<file path="config.mk">
export PLATFORM = sky130hd
export DESIGN_NAME = mul_arb
export DESIGN_NICKNAME = d
export VERILOG_FILES = /design/src/rtl/mul_arb_pkg.sv /design/src/rtl/mul_step_core.sv /design/src/rtl/mul_arb.sv
export SDC_FILE = /design/constraint.sdc
export NUM_CORES = 1
export LEC_CHECK = 0
export BUFFER_PORTS_ARGS = -buffer_cell sky130_fd_sc_hd__buf_2
export CAP_MARGIN = 40
export CELL_PAD_IN_SITES_DETAIL_PLACEMENT = 1
export CELL_PAD_IN_SITES_GLOBAL_PLACEMENT = 2
export CORE_ASPECT_RATIO = 0.9
export CORE_MARGIN = 5
export CORE_UTILIZATION = 25
export CTS_CLUSTER_DIAMETER = 100
export CTS_CLUSTER_SIZE = 30
export DETAILED_ROUTE_END_ITERATION = 6
export PLACE_DENSITY = 0.6
export SLEW_MARGIN = 20
export SYNTH_ARGS = -nofsm -noshare
export SYNTH_HDL_FRONTEND = slang
export SYNTH_HIERARCHICAL = 1
export SYNTH_SLANG_ARGS = --single-unit
</file>
<file path="constraint.sdc">
create_clock -name clk -period 1.74 [get_ports clk]
set_input_delay 0.087 -clock clk [delete_from_list [all_inputs] [get_ports clk]]
set_output_delay 0.087 -clock clk [all_outputs]
set_load 0.005 [all_outputs]
</file>
<file path="src/rtl/mul_arb_pkg.sv">
// Shared types and constants for the two-requester shift-add multiplier arbiter.
package mul_arb_pkg;

    typedef enum logic [1:0] {
        IDLE = 2'd0,
        RUN  = 2'd1,
        DONE = 2'd2
    } state_t;

    localparam int unsigned NUM_REQ = 2;
    localparam int unsigned STATS_W = 16;

    // Round-robin pick: on a tie the requester not granted last wins.
    function automatic logic [NUM_REQ-1:0] rr_grant(input logic [NUM_REQ-1:0] vld,
                                                    input logic               last);
        logic [NUM_REQ-1:0] gnt;
        gnt = '0;
        if (vld[0] && (!vld[1] || last)) begin
            gnt[0] = 1'b1;
        end else if (vld[1]) begin
            gnt[1] = 1'b1;
        end
        return gnt;
    endfunction

endpackage

</file>
<file path="src/rtl/mul_step_core.sv">
// Shift-add multiplier datapath: load clears the product, each step retires one multiplier bit.
module mul_step_core
    import mul_arb_pkg::*;
#(
    parameter int unsigned N = 4
) (
    input  logic           clk,
    input  logic           rst,
    input  logic           load,
    input  logic [N-1:0]   a,
    input  logic [N-1:0]   b,
    input  logic           step,
    output logic [2*N-1:0] p
);

    localparam int unsigned PW = 2 * N;

    logic [PW-1:0] mcand;
    logic [N-1:0]  mplier;

    always_ff @(posedge clk or posedge rst) begin
        if (rst) begin
            mcand  <= '0;
            mplier <= '0;
            p      <= '0;
        end else if (load) begin
            mcand  <= PW'(a);
            mplier <= b;
            p      <= '0;
        end else if (step) begin
            if (mplier[0]) begin
                p <= p + mcand;
            end
            mcand  <= mcand << 1;
            mplier <= mplier >> 1;
        end
    end

endmodule

</file>
<file path="src/rtl/mul_arb.sv">
// Round-robin arbiter sharing one N-step shift-add multiplier between two requesters.
// Define MUL_ARB_STATS_EN to add per-requester completed-response counters.
module mul_arb
    import mul_arb_pkg::*;
#(
    parameter int unsigned N = 4
) (
    input  logic                clk,
    input  logic                rst,
    input  logic                req0_valid,
    output logic                req0_ready,
    input  logic [N-1:0]        req0_a,
    input  logic [N-1:0]        req0_b,
    input  logic                req1_valid,
    output logic                req1_ready,
    input  logic [N-1:0]        req1_a,
    input  logic [N-1:0]        req1_b,
    output logic                rsp_valid,
    input  logic                rsp_ready,
    output logic                rsp_id,
    output logic [2*N-1:0]      rsp_p,
    output logic                busy
`ifdef MUL_ARB_STATS_EN
    ,
    output logic [STATS_W-1:0]  done0_cnt,
    output logic [STATS_W-1:0]  done1_cnt
`endif
);

    localparam int unsigned CNT_W = $clog2(N + 1);

    state_t             state, state_nxt;
    logic [CNT_W-1:0]   cnt, cnt_nxt;
    logic               last;
    logic [NUM_REQ-1:0] vld, gnt, rdy;
    logic               load, step, rsp_hs;
    logic [N-1:0]       op_a, op_b;

    assign vld        = {req1_valid, req0_valid};
    assign gnt        = rr_grant(vld, last);
    assign req0_ready = rdy[0];
    assign req1_ready = rdy[1];
    assign op_a       = gnt[1] ? req1_a : req0_a;
    assign op_b       = gnt[1] ? req1_b : req0_b;

    always_ff @(posedge clk or posedge rst) begin
        if (rst) begin
            state <= IDLE;
            cnt   <= '0;
        end else begin
            state <= state_nxt;
            cnt   <= cnt_nxt;
        end
    end

    // Next state plus datapath sequencing; ready is only offered in IDLE and out of reset.
    always_comb begin
        state_nxt = state;
        cnt_nxt   = cnt;
        rdy       = '0;
        load      = 1'b0;
        step      = 1'b0;
        rsp_hs    = 1'b0;
        case (state)
            IDLE: begin
                rdy = gnt & {NUM_REQ{!rst}};
                if (|gnt) begin
                    load      = 1'b1;
                    cnt_nxt   = CNT_W'(N);
                    state_nxt = RUN;
                end
            end
            RUN: begin
                step    = 1'b1;
                cnt_nxt = cnt - CNT_W'(1);
                if (cnt == CNT_W'(1)) begin
                    state_nxt = DONE;
                end
            end
            DONE: begin
                if (rsp_ready) begin
                    rsp_hs    = 1'b1;
                    state_nxt = IDLE;
                end
            end
            default: begin
                state_nxt = IDLE;
            end
        endcase
    end

    // Pointer starts at 1 so requester 0 wins the first tie; it only moves on response handshake.
    always_ff @(posedge clk or posedge rst) begin
        if (rst) begin
            rsp_valid <= 1'b0;
            rsp_id    <= 1'b0;
            busy      <= 1'b0;
            last      <= 1'b1;
        end else begin
            rsp_valid <= (state_nxt == DONE);
            busy      <= (state_nxt != IDLE);
            if (load) begin
                rsp_id <= gnt[1];
            end
            if (rsp_hs) begin
                last <= rsp_id;
            end
        end
    end

    mul_step_core #(
        .N (N)
    ) u_core (
        .clk  (clk),
        .rst  (rst),
        .load (load),
        .a    (op_a),
        .b    (op_b),
        .step (step),
        .p    (rsp_p)
    );

`ifdef MUL_ARB_STATS_EN
    // Completed-response counters, wrapping naturally at 2^STATS_W.
    always_ff @(posedge clk or posedge rst) begin
        if (rst) begin
            done0_cnt <= '0;
            done1_cnt <= '0;
        end else if (rsp_hs) begin
            if (rsp_id) begin
                done1_cnt <= done1_cnt + STATS_W'(1);
            end else begin
                done0_cnt <= done0_cnt + STATS_W'(1);
            end
        end
    end
`endif

endmodule

</file>
==> results of run 1 <==
[what timing repair did]
action,4_1_cts,5_1_grt
hold buffers,1,0
pin swaps,2,5
endpoints found under the setup margin,3,4
gates resized for setup,3,9
hold endpoints to repair,29,0
[final cells by class]
class / instances / area [um2] / share of cell area (%)
Sequential cell: 29 / 729 / 32.3
Inverter: 8 / 30.0 / 1.33
Timing Repair Buffer: 49 / 288 / 12.8
Multi-Input combinational cell: 126 / 980 / 43.4
Clock inverter: 1 / 30.0 / 1.33
Clock buffer: 7 / 86.3 / 3.83
Tap cell: 90 / 113 / 4.99
[per-layer routing]
layer,global-route usage [%],vias to the layer above,part of all wire (%)
li1,-,703,-
met1,14.6,701,46
met2,20.5,25,49
met3,3.23,7,3.4
met4,3.90,0,1.4
met5,0,-,0
[worst register-to-register path: stages, from the launching register on]
cell	delay [ps]
dfrtp_1	380
ha_2	200
fa_2	350
a21o_1	170
a21oi_2	190
xnor2_1	140
nand2_1	70
a21oi_1	130
[worst max path at each step]
| stage | slack, ps | from | depth (start not counted) | endpoint |
|---|---|---|---|---|
| after global placement | -8 | u_core/p[0] | 7 | u_core/p[6] |
| after CTS | 3 | u_core/mcand[1] | 6 | u_core/p[7] |
| after global routing | -70 | u_core/mcand[0] | 7 | u_core/p[4] |
| after floorplan | 2 | u_core/p[0] | 7 | u_core/p[6] |
| after detailed placement | -40 | u_core/p[0] | 7 | u_core/p[6] |
| final | 30 | u_core/mcand[0] | 7 | u_core/p[4] |
[logic make-up (layout without fill, tap and decap cells)]
kind of cell / Yosys count / in the layout / synth area share [%]
AO/OA/AOI/OAI: 40 / 40 / 16.2
XOR/XNOR: 2 / 2 / 1.02
adder cells (fa/ha/maj): 10 / 10 / 7.73
buffers and inverters: 15 / 65 / 4.30
flip-flops: 29 / 29 / 42.4
multiplexers: 22 / 22 / 13.6
AND/OR/NAND/NOR: 52 / 52 / 14.8
[cells in the mapped netlist, types with 2 or more instances]
library cell  count
dfrtp_1          28
nand2_1          24
mux2i_1          12
o21ai_0          11
ha_1              9
mux2_2            9
inv_1             8
nor2_1            8
a21oi_1           7
nand3_1           4
a21o_1            3
clkbuf_1          3
nor3_1            3
a22oi_1           2
a32o_1            2
buf_6             2
nand3b_1          2
o21ai_1           2
xnor2_1           2
[state kept, by name, indices dropped and copies added (netlist names)]
signal	cells
state	2
rsp_valid	1
last	1
rsp_id	1
u_core/mcand	8
cnt	3
u_core/mplier	4
u_core/p	8
busy	1
[power groups by stage]
stage | logic (uW) | clock network (uW) | registers [uW]
2_1_floorplan | 1110 | 0 | 1150
3_3_place_gp | 1560 | 0 | 1190
3_5_place_dp | 1630 | 0 | 1210
4_1_cts | 1660 | 767 | 1200
5_1_grt | 1940 | 809 | 1270
6_report | 1720 | 738 | 1230
[metrics by stage]
step	cells	cell area, um2	power (uW)	hold slack, ps
4_1_cts	310	2210	3640	93.7
6_report	310	2260	3690	105
2_1_floorplan	170	1720	2260	-72.5
5_1_grt	310	2260	4020	105
3_3_place_gp	301	2070	2760	79.9
3_5_place_dp	301	2070	2840	89.6
==> out/metrics.yaml, run 1 <==
area_delta_synth_final_pct: 31.5
grt_pass1_vias: 1579
grt_usage_pct: 11.9
cts_sinks: 29
synth.top_cells.by_area: "dfrtp_1, mux2i_1, ha_1"
core_um2: 6620
num-fill-cells: 774
grt_overflow: 0
reg2reg_depth: 7
cp_data_required_time_ps: 1950
min_delay_worst_endpoint: "busy"
finClkSkew_ps: 6.75
ant_nets: 0
dieWidth_um: 97.3
dr.pass1.iters: 4
crit_path_end_kind: "register"
io_buffer_count: 33
dp_slack_ps: -43.7
status: "finished clean"
finalHoldViolCount: 0
maxSlewHeadroom_pct: 78.0
ios: 34
setup_tns_ps: 0
leakage_uw: 0.00109
die-area_um2: 8620
r2r_end: "u_core/p[4]"
power.share.switching_pct: 38.4
drive_gt1_share_pct: 37.7
syn_inst: 170
synth_edf_count: 0
finalCritPeriodShare_pct: 98.0
cts_tree: "yes"
worst-slew-pin-transition_ps: 329
peakVddDrop_mv: 0.539
ff2ff_setup_slack_ps: 30
maxClockFrequency_mhz: 586
final_core_util_pct: 34.1
root_buffer: "clkbuf_8"
power.switching_uw: 1420
clkPwrFrac_pct: 20.0
yosys.area.top_type: "dfrtp_1"
cts_setup_buffers: 0
synth_cell_type_count: 48
cts_made_buffers: 5
max_cap_violations: 0
grt_max_degree: 21
cp.arrival_ps: 1910
via_per_inst: 4.63
whs_path_depth: 4
h-tree-depth: 2
cpLargestDelayFamily: "adder cells"
synth_async_sr_flop_share_pct: 100
ys.warnings.count: 6
insertion_delay_ps: 280
path_clk_slew_ps: 70
p_comb_share_pct: 46.7
yosysSeqAreaShare_pct: 42.4
crit_fanout: 2
worstReg2RegStart: "u_core/mcand[0]"
final_common_cell: "buf_2"
critPathSlowestCell: "dfrtp_1"
synth_top_area_share_pct: 40.8
avgRoutedWirePerCell_um: 15.3
crit_path_max_incr_delay_ps: 380
start_util_pct: 25.9
wl_um: 4750
ys.flop_type: "dfrtp_1"
syn_area_um2: 1720
nets: 250
seq_power_share_pct: 33.3
p_int_uw: 2270
row_count: 28
slew_violations: 0
crit_type: "register to register"
grt_pass1_wl_um: 8120
synth-seq-cells: 29
hp-start: "rsp_ready"
power_density_nw_per_um2: 1630
drt_first_iter_violations: 31
rsz0062_at_grt: "yes"
layout_common_cells: "buf_2, dfrtp_1, nand2_1"
num_vias: 1436
cp_cell_sequence: "ha_2 -> fa_2 -> a21o_1 -> a21oi_2 -> xnor2_1 -> nand2_1 -> a21oi_1"
antennaDiodeCount: 0
die_h_um: 88.6
startpoint_type: "register"
synth.avg_cell_area_um2: 10.1
worst-path-buf-inv: 0
hpwl_um: 3730
holdCritPathClass: "input port to register"
syn_nets: 201
setup_viol: 0
cts_buffer_depth: 2
post-route-min-period_ps: 1710
drc: 0
worst_slack_ps: 34.2
gp_congestion: 0.798
antenna_found_initial: 0
Note: power is estimated with default switching activity, not from simulation.
==> run 2, diff against run 1 <==
--- a/config.mk
+++ b/config.mk
@@ -10,12 +10,12 @@
 export CELL_PAD_IN_SITES_DETAIL_PLACEMENT = 1
 export CELL_PAD_IN_SITES_GLOBAL_PLACEMENT = 2
 export CORE_ASPECT_RATIO = 0.9
-export CORE_MARGIN = 5
-export CORE_UTILIZATION = 25
+export CORE_MARGIN = 2
+export CORE_UTILIZATION = 34
 export CTS_CLUSTER_DIAMETER = 100
 export CTS_CLUSTER_SIZE = 30
 export DETAILED_ROUTE_END_ITERATION = 6
-export PLACE_DENSITY = 0.6
+export PLACE_DENSITY = 0.76
 export SLEW_MARGIN = 20
 export SYNTH_ARGS = -nofsm -noshare
 export SYNTH_HDL_FRONTEND = slang
==> constraint.sdc (replaced) <==
create_clock -name clk -period 1.6 [get_ports clk]
set_input_delay 0.08 -clock clk [delete_from_list [all_inputs] [get_ports clk]]
set_output_delay 0.08 -clock clk [all_outputs]
set_load 0.005 [all_outputs]
==> run 2 against run 1 <==
Net effect: die area is 35% lower; the run now ends with negative setup slack left; highest routed layer unchanged; largest cell class unchanged; non-clock buffer count is 15 higher; critical endpoint unchanged; global-route usage is 6.3 points higher; maximum frequency hardly changed.
==> out/metrics.yaml, run 2 (same netlist as run 1, synthesis figures left out) <==
cts_tree: "yes"
path_clk_slew_ps: 60
p_int_uw: 2480
clkPwrFrac_pct: 14.3
layout_common_cells: "buf_2, buf_4, dfrtp_1"
power.share.switching_pct: 39.5
maxClockFrequency_mhz: 587
grt_max_degree: 22
grt_pass1_wl_um: 7850
cts_sinks: 29
crit_fanout: 2
wl_um: 4800
peakVddDrop_mv: 0.613
drive_gt1_share_pct: 43.0
violations: "negative setup slack"
post-route-min-period_ps: 1700
antennaDiodeCount: 0
status: "finished with violations"
cts_buffer_depth: 2
area_delta_synth_final_pct: 36.0
max_cap_violations: 0
row_count: 24
finalCritPeriodShare_pct: 107
h-tree-depth: 2
die_h_um: 71.4
core_um2: 4860
startpoint_type: "register"
grt_usage_pct: 18.1
cp.arrival_ps: 1920
cts_made_buffers: 5
gp_congestion: 0.854
dieWidth_um: 78.9
worst_slack_ps: -105
p_comb_share_pct: 53.7
grt_pass1_vias: 1623
holdCritPathClass: "input port to register"
num_vias: 1501
io_buffer_count: 33
antenna_found_initial: 0
hpwl_um: 3680
power.switching_uw: 1620
largestRegisters: "u_core/mcand: 8 flops, u_core/p: 8 flops, u_core/mplier: 4 flops"
cp_data_required_time_ps: 1820
slew_violations: 0
avgRoutedWirePerCell_um: 16.0
leakage_uw: 0.00116
crit_type: "register to register"
maxSlewHeadroom_pct: 78.1
setup_tns_ps: -324
dp_slack_ps: -137
nets: 265
setup_viol: 4
drt_first_iter_violations: 64
ant_nets: 0
worst-slew-pin-transition_ps: 327
drc: 0
ios: 34
insertion_delay_ps: 290
dr.pass1.iters: 4
rsz0062_at_grt: "yes"
finalHoldViolCount: 0
start_util_pct: 35.3
finClkSkew_ps: 4.76
root_buffer: "clkbuf_8"
grt_overflow: 0
via_per_inst: 5.00
final_common_cell: "buf_2"
power_density_nw_per_um2: 1760
seq_power_share_pct: 32.0
crit_path_end_kind: "register"
die-area_um2: 5630
## run 2: cell count changes in the layout (fill, tap and decap cells not counted), sizes merged
cell	delta
clkinv	+2
clkbuf	-1
buf	+15
bufinv	-1
## run 2: area by class of cell
type	instances	area, um2
Inverter	8	30.0
Clock buffer	6	72.6
Clock inverter	2	10.0
Sequential cell	29	728
Timing Repair Buffer	64	400
Multi-Input combinational cell	126	1010
Tap cell	65	81.3
Fill cell	555	2530
## run 2: timing repair
item / CTS / global route
endpoints found under the hold margin: 29 / 0
pin swaps: 7 / 7
setup buffers: 1 / 1
hold buffers: 1 / 0
resized for setup: 7 / 4
endpoints found under the setup margin: 4 / 4
## run 2: worst max-delay path: stages (launching register included)
cell and delay [ps]:
dfrtp_1 410, ha_4 180, fa_2 340, a21o_1 180
a21oi_2 190, xnor2_1 140, nand2_1 80, a21oi_2 110
## run 2: path summary, 6_finish.rpt
kind / cells after the start / end / startpoint / slack (ps)
min in group asynchronous: 3 / rsp_id / rst / 250
worst max register to register: 7 / u_core/p[4] / u_core/p[0] / -100
worst min register to register: 1 / cnt[1] / cnt[1] / 520
worst min-delay path: 4 / busy / rsp_ready / 90
worst max-delay path: 7 / u_core/p[4] / u_core/p[0] / -100
max in group asynchronous: 4 / state[0] / rst / 990
## run 2: metal layers
layer	wire [um]	part of all wire, %	track usage (%)	up-vias
met1	2190	46	22.7	733
met2	2360	49	30.7	27
met5	0	0	0	-
li1	-	-	-	733
met4	78	1.6	6.13	0
met3	164	3.4	4.79	8
## run 2: power by group through the flow
| stage | Sequential, uW | Combinational [uW] | Clock [uW] |
|---|---|---|---|
| global route | 1350 | 2430 | 651 |
| global placement | 1270 | 1920 | 0 |
| floorplan | 1260 | 1240 | 0 |
| CTS | 1300 | 2140 | 605 |
| finish | 1310 | 2200 | 588 |
| detailed placement | 1300 | 2040 | 0 |
## run 2: through the flow
step	instance area [um2]	total power, uW	cells	hold WS [ps]	utilization, %
3_5_place_dp	2150	3340	289	11.6	44.3
5_1_grt	2330	4440	300	116	48.0
2_1_floorplan	1750	2500	170	-79.5	-
4_1_cts	2290	4050	299	84.2	47.1
3_3_place_gp	2150	3190	289	-4.34	44.3
6_report	2330	4110	300	91.8	48.0
==> run 3, diff against run 2 <==
--- a/config.mk
+++ b/config.mk
@@ -15,7 +15,7 @@
 export CTS_CLUSTER_DIAMETER = 100
 export CTS_CLUSTER_SIZE = 30
 export DETAILED_ROUTE_END_ITERATION = 6
-export PLACE_DENSITY = 0.76
+export PLACE_DENSITY_LB_ADDON = 0.08
 export SLEW_MARGIN = 20
 export SYNTH_ARGS = -nofsm -noshare
 export SYNTH_HDL_FRONTEND = slang
==> run 3 against run 2 <==
Net effect: the flow still finishes with violations (negative setup slack); maximum frequency decreased by 1.5%; routed wire length fell by 2.5%; critical endpoint unchanged; sequential cell count is the same; total power increased by 3.9%; combinational power increased by 4%; clock skew grew 3.6 ps; critical path type unchanged; worst setup slack got worse by 26 ps; worst hold slack improved by 2.3 ps; die area unchanged; via count increased by 1.7%; count of clock-buffer cells in the layout rose by 1; utilization is 1.4 points higher.
==> out/metrics.yaml, run 3 (same netlist as run 1, synthesis figures left out) <==
die-area_um2: 5630
layout_common_cells: "buf_4, buf_2, dfrtp_1"
dp_slack_ps: -151
grt_pass1_wl_um: 7950
ios: 34
finClkSkew_ps: 8.41
gp_congestion: 0.866
h-tree-depth: 2
largestRegisters: "u_core/mcand: 8 flops, u_core/p: 8 flops, u_core/mplier: 4 flops"
grt_usage_pct: 18.2
violations: "negative setup slack"
worst-slew-pin-transition_ps: 326
crit_fanout: 2
critPathSlowestCell: "dfrtp_1"
grt_max_degree: 21
crit_path_max_incr_delay_ps: 410
ant_nets: 0
status: "finished with violations"
crit_path_end_kind: "register"
slew_violations: 0
worst_slack_ps: -131
die_h_um: 71.4
row_count: 24
maxClockFrequency_mhz: 578
area_delta_synth_final_pct: 39.9
final_common_cell: "buf_4"
via_per_inst: 5.00
path_clk_slew_ps: 70
startpoint_type: "register"
maxSlewHeadroom_pct: 78.2
drc: 0
post-route-min-period_ps: 1730
cts_tree: "yes"
dieWidth_um: 78.9
finalHoldViolCount: 0
cp_cell_sequence: "ha_4 -> fa_2 -> a21o_1 -> a21oi_2 -> xnor2_1 -> nand2_1 -> a21oi_2"
stdcell_count: 305
drive_gt1_share_pct: 46.3
insertion_delay_ps: 270
nets: 270
root_buffer: "clkbuf_8"
leakage_uw: 0.00119
drt_first_iter_violations: 29
cts_sinks: 29
finalCritPeriodShare_pct: 108
worst-path-buf-inv: 0
wl_um: 4680
antennaDiodeCount: 0
crit_type: "register to register"
power_density_nw_per_um2: 1780
setup_viol: 4
holdCritPathClass: "input port to register"
cp.arrival_ps: 1930
rsz0062_at_grt: "yes"
cpLargestDelayFamily: "adder cells"
cp_data_required_time_ps: 1800
cts_made_buffers: 5
final_core_util_pct: 49.3
antenna_found_initial: 0
peakVddDrop_mv: 0.849
crit_path_frequent_cell: "a21oi_2"
num_vias: 1526
dp_cells: 290
avgRoutedWirePerCell_um: 15.3
hpwl_um: 3600
io_buffer_count: 33
dr.pass1.iters: 4
grt_pass1_vias: 1680
start_util_pct: 35.3
grt_overflow: 0
core_um2: 4860
max_cap_violations: 0
cts_buffer_depth: 2
## run 3: repair_timing
action,4_1_cts,5_1_grt
hold buffers,1,0
hold endpoints to repair,28,0
buffers inserted,4,2
gates resized for setup,13,3
setup endpoints to repair,4,5
pin swaps,15,5
## run 3: cell type report
cell class | count | area (um2)
well taps | 65 | 81.3
flip-flops and latches | 29 | 729
repair buffers | 69 | 438
clock inverters | 1 | 5.00
fillers | 576 | 2460
clock buffers | 7 | 96.3
multi-input cells | 126 | 1020
inverters | 8 | 33.8
## run 3: path summary, 6_finish.rpt
check	cells after the start	to	start	slack, ps
max reg2reg	7	u_core/p[4]	u_core/mcand[0]	-130
min	4	busy	rsp_ready	90
max in group asynchronous	4	u_core/p[1]	rst	900
max	7	u_core/p[4]	u_core/mcand[0]	-130
min in group asynchronous	3	state[1]	rst	330
min reg2reg	1	cnt[1]	cnt[1]	500
## run 3: through the flow
stage / total power, uW / setup TNS [ps] / hold WS [ps] / cell area, um2
3_3_place_gp: 3200 / -220 / 80.4 / 2160
5_1_grt: 4650 / -644 / 128 / 2400
3_5_place_dp: 3330 / -534 / 95.8 / 2160
2_1_floorplan: 2500 / -93.3 / -79.5 / 1750
6_report: 4270 / -290 / 94.2 / 2400
4_1_cts: 4270 / -349 / 93.5 / 2370
## run 3: routing by layer
metal	global-route usage, %	part of all wire (%)	up-vias
met5	0	0	-
met4	4.21	1.1	0
met3	4.16	4.3	6
met2	31.3	49	31
met1	23.5	45	747
li1	-	-	742
## run 3: worst register-to-register path, delay by kind of cell, from the launching register on
family / cells / cell delay (ps)
AND/OR/NAND/NOR: 1 / 90
flip-flops: 1 / 410
adder cells (fa/ha/maj): 2 / 520
AO/OA/AOI/OAI: 3 / 490
XOR/XNOR: 1 / 140
## run 3: report_power, final
| group | total [uW] | internal [uW] | leakage [uW] | switching, uW |
|---|---|---|---|---|
| Clock | 674 | 389 | 0.0000542 | 285 |
| Combinational | 2280 | 1210 | 0.000765 | 1070 |
| Sequential | 1310 | 1040 | 0.000367 | 269 |
| Total | 4270 | 2640 | 0.00119 | 1630 |
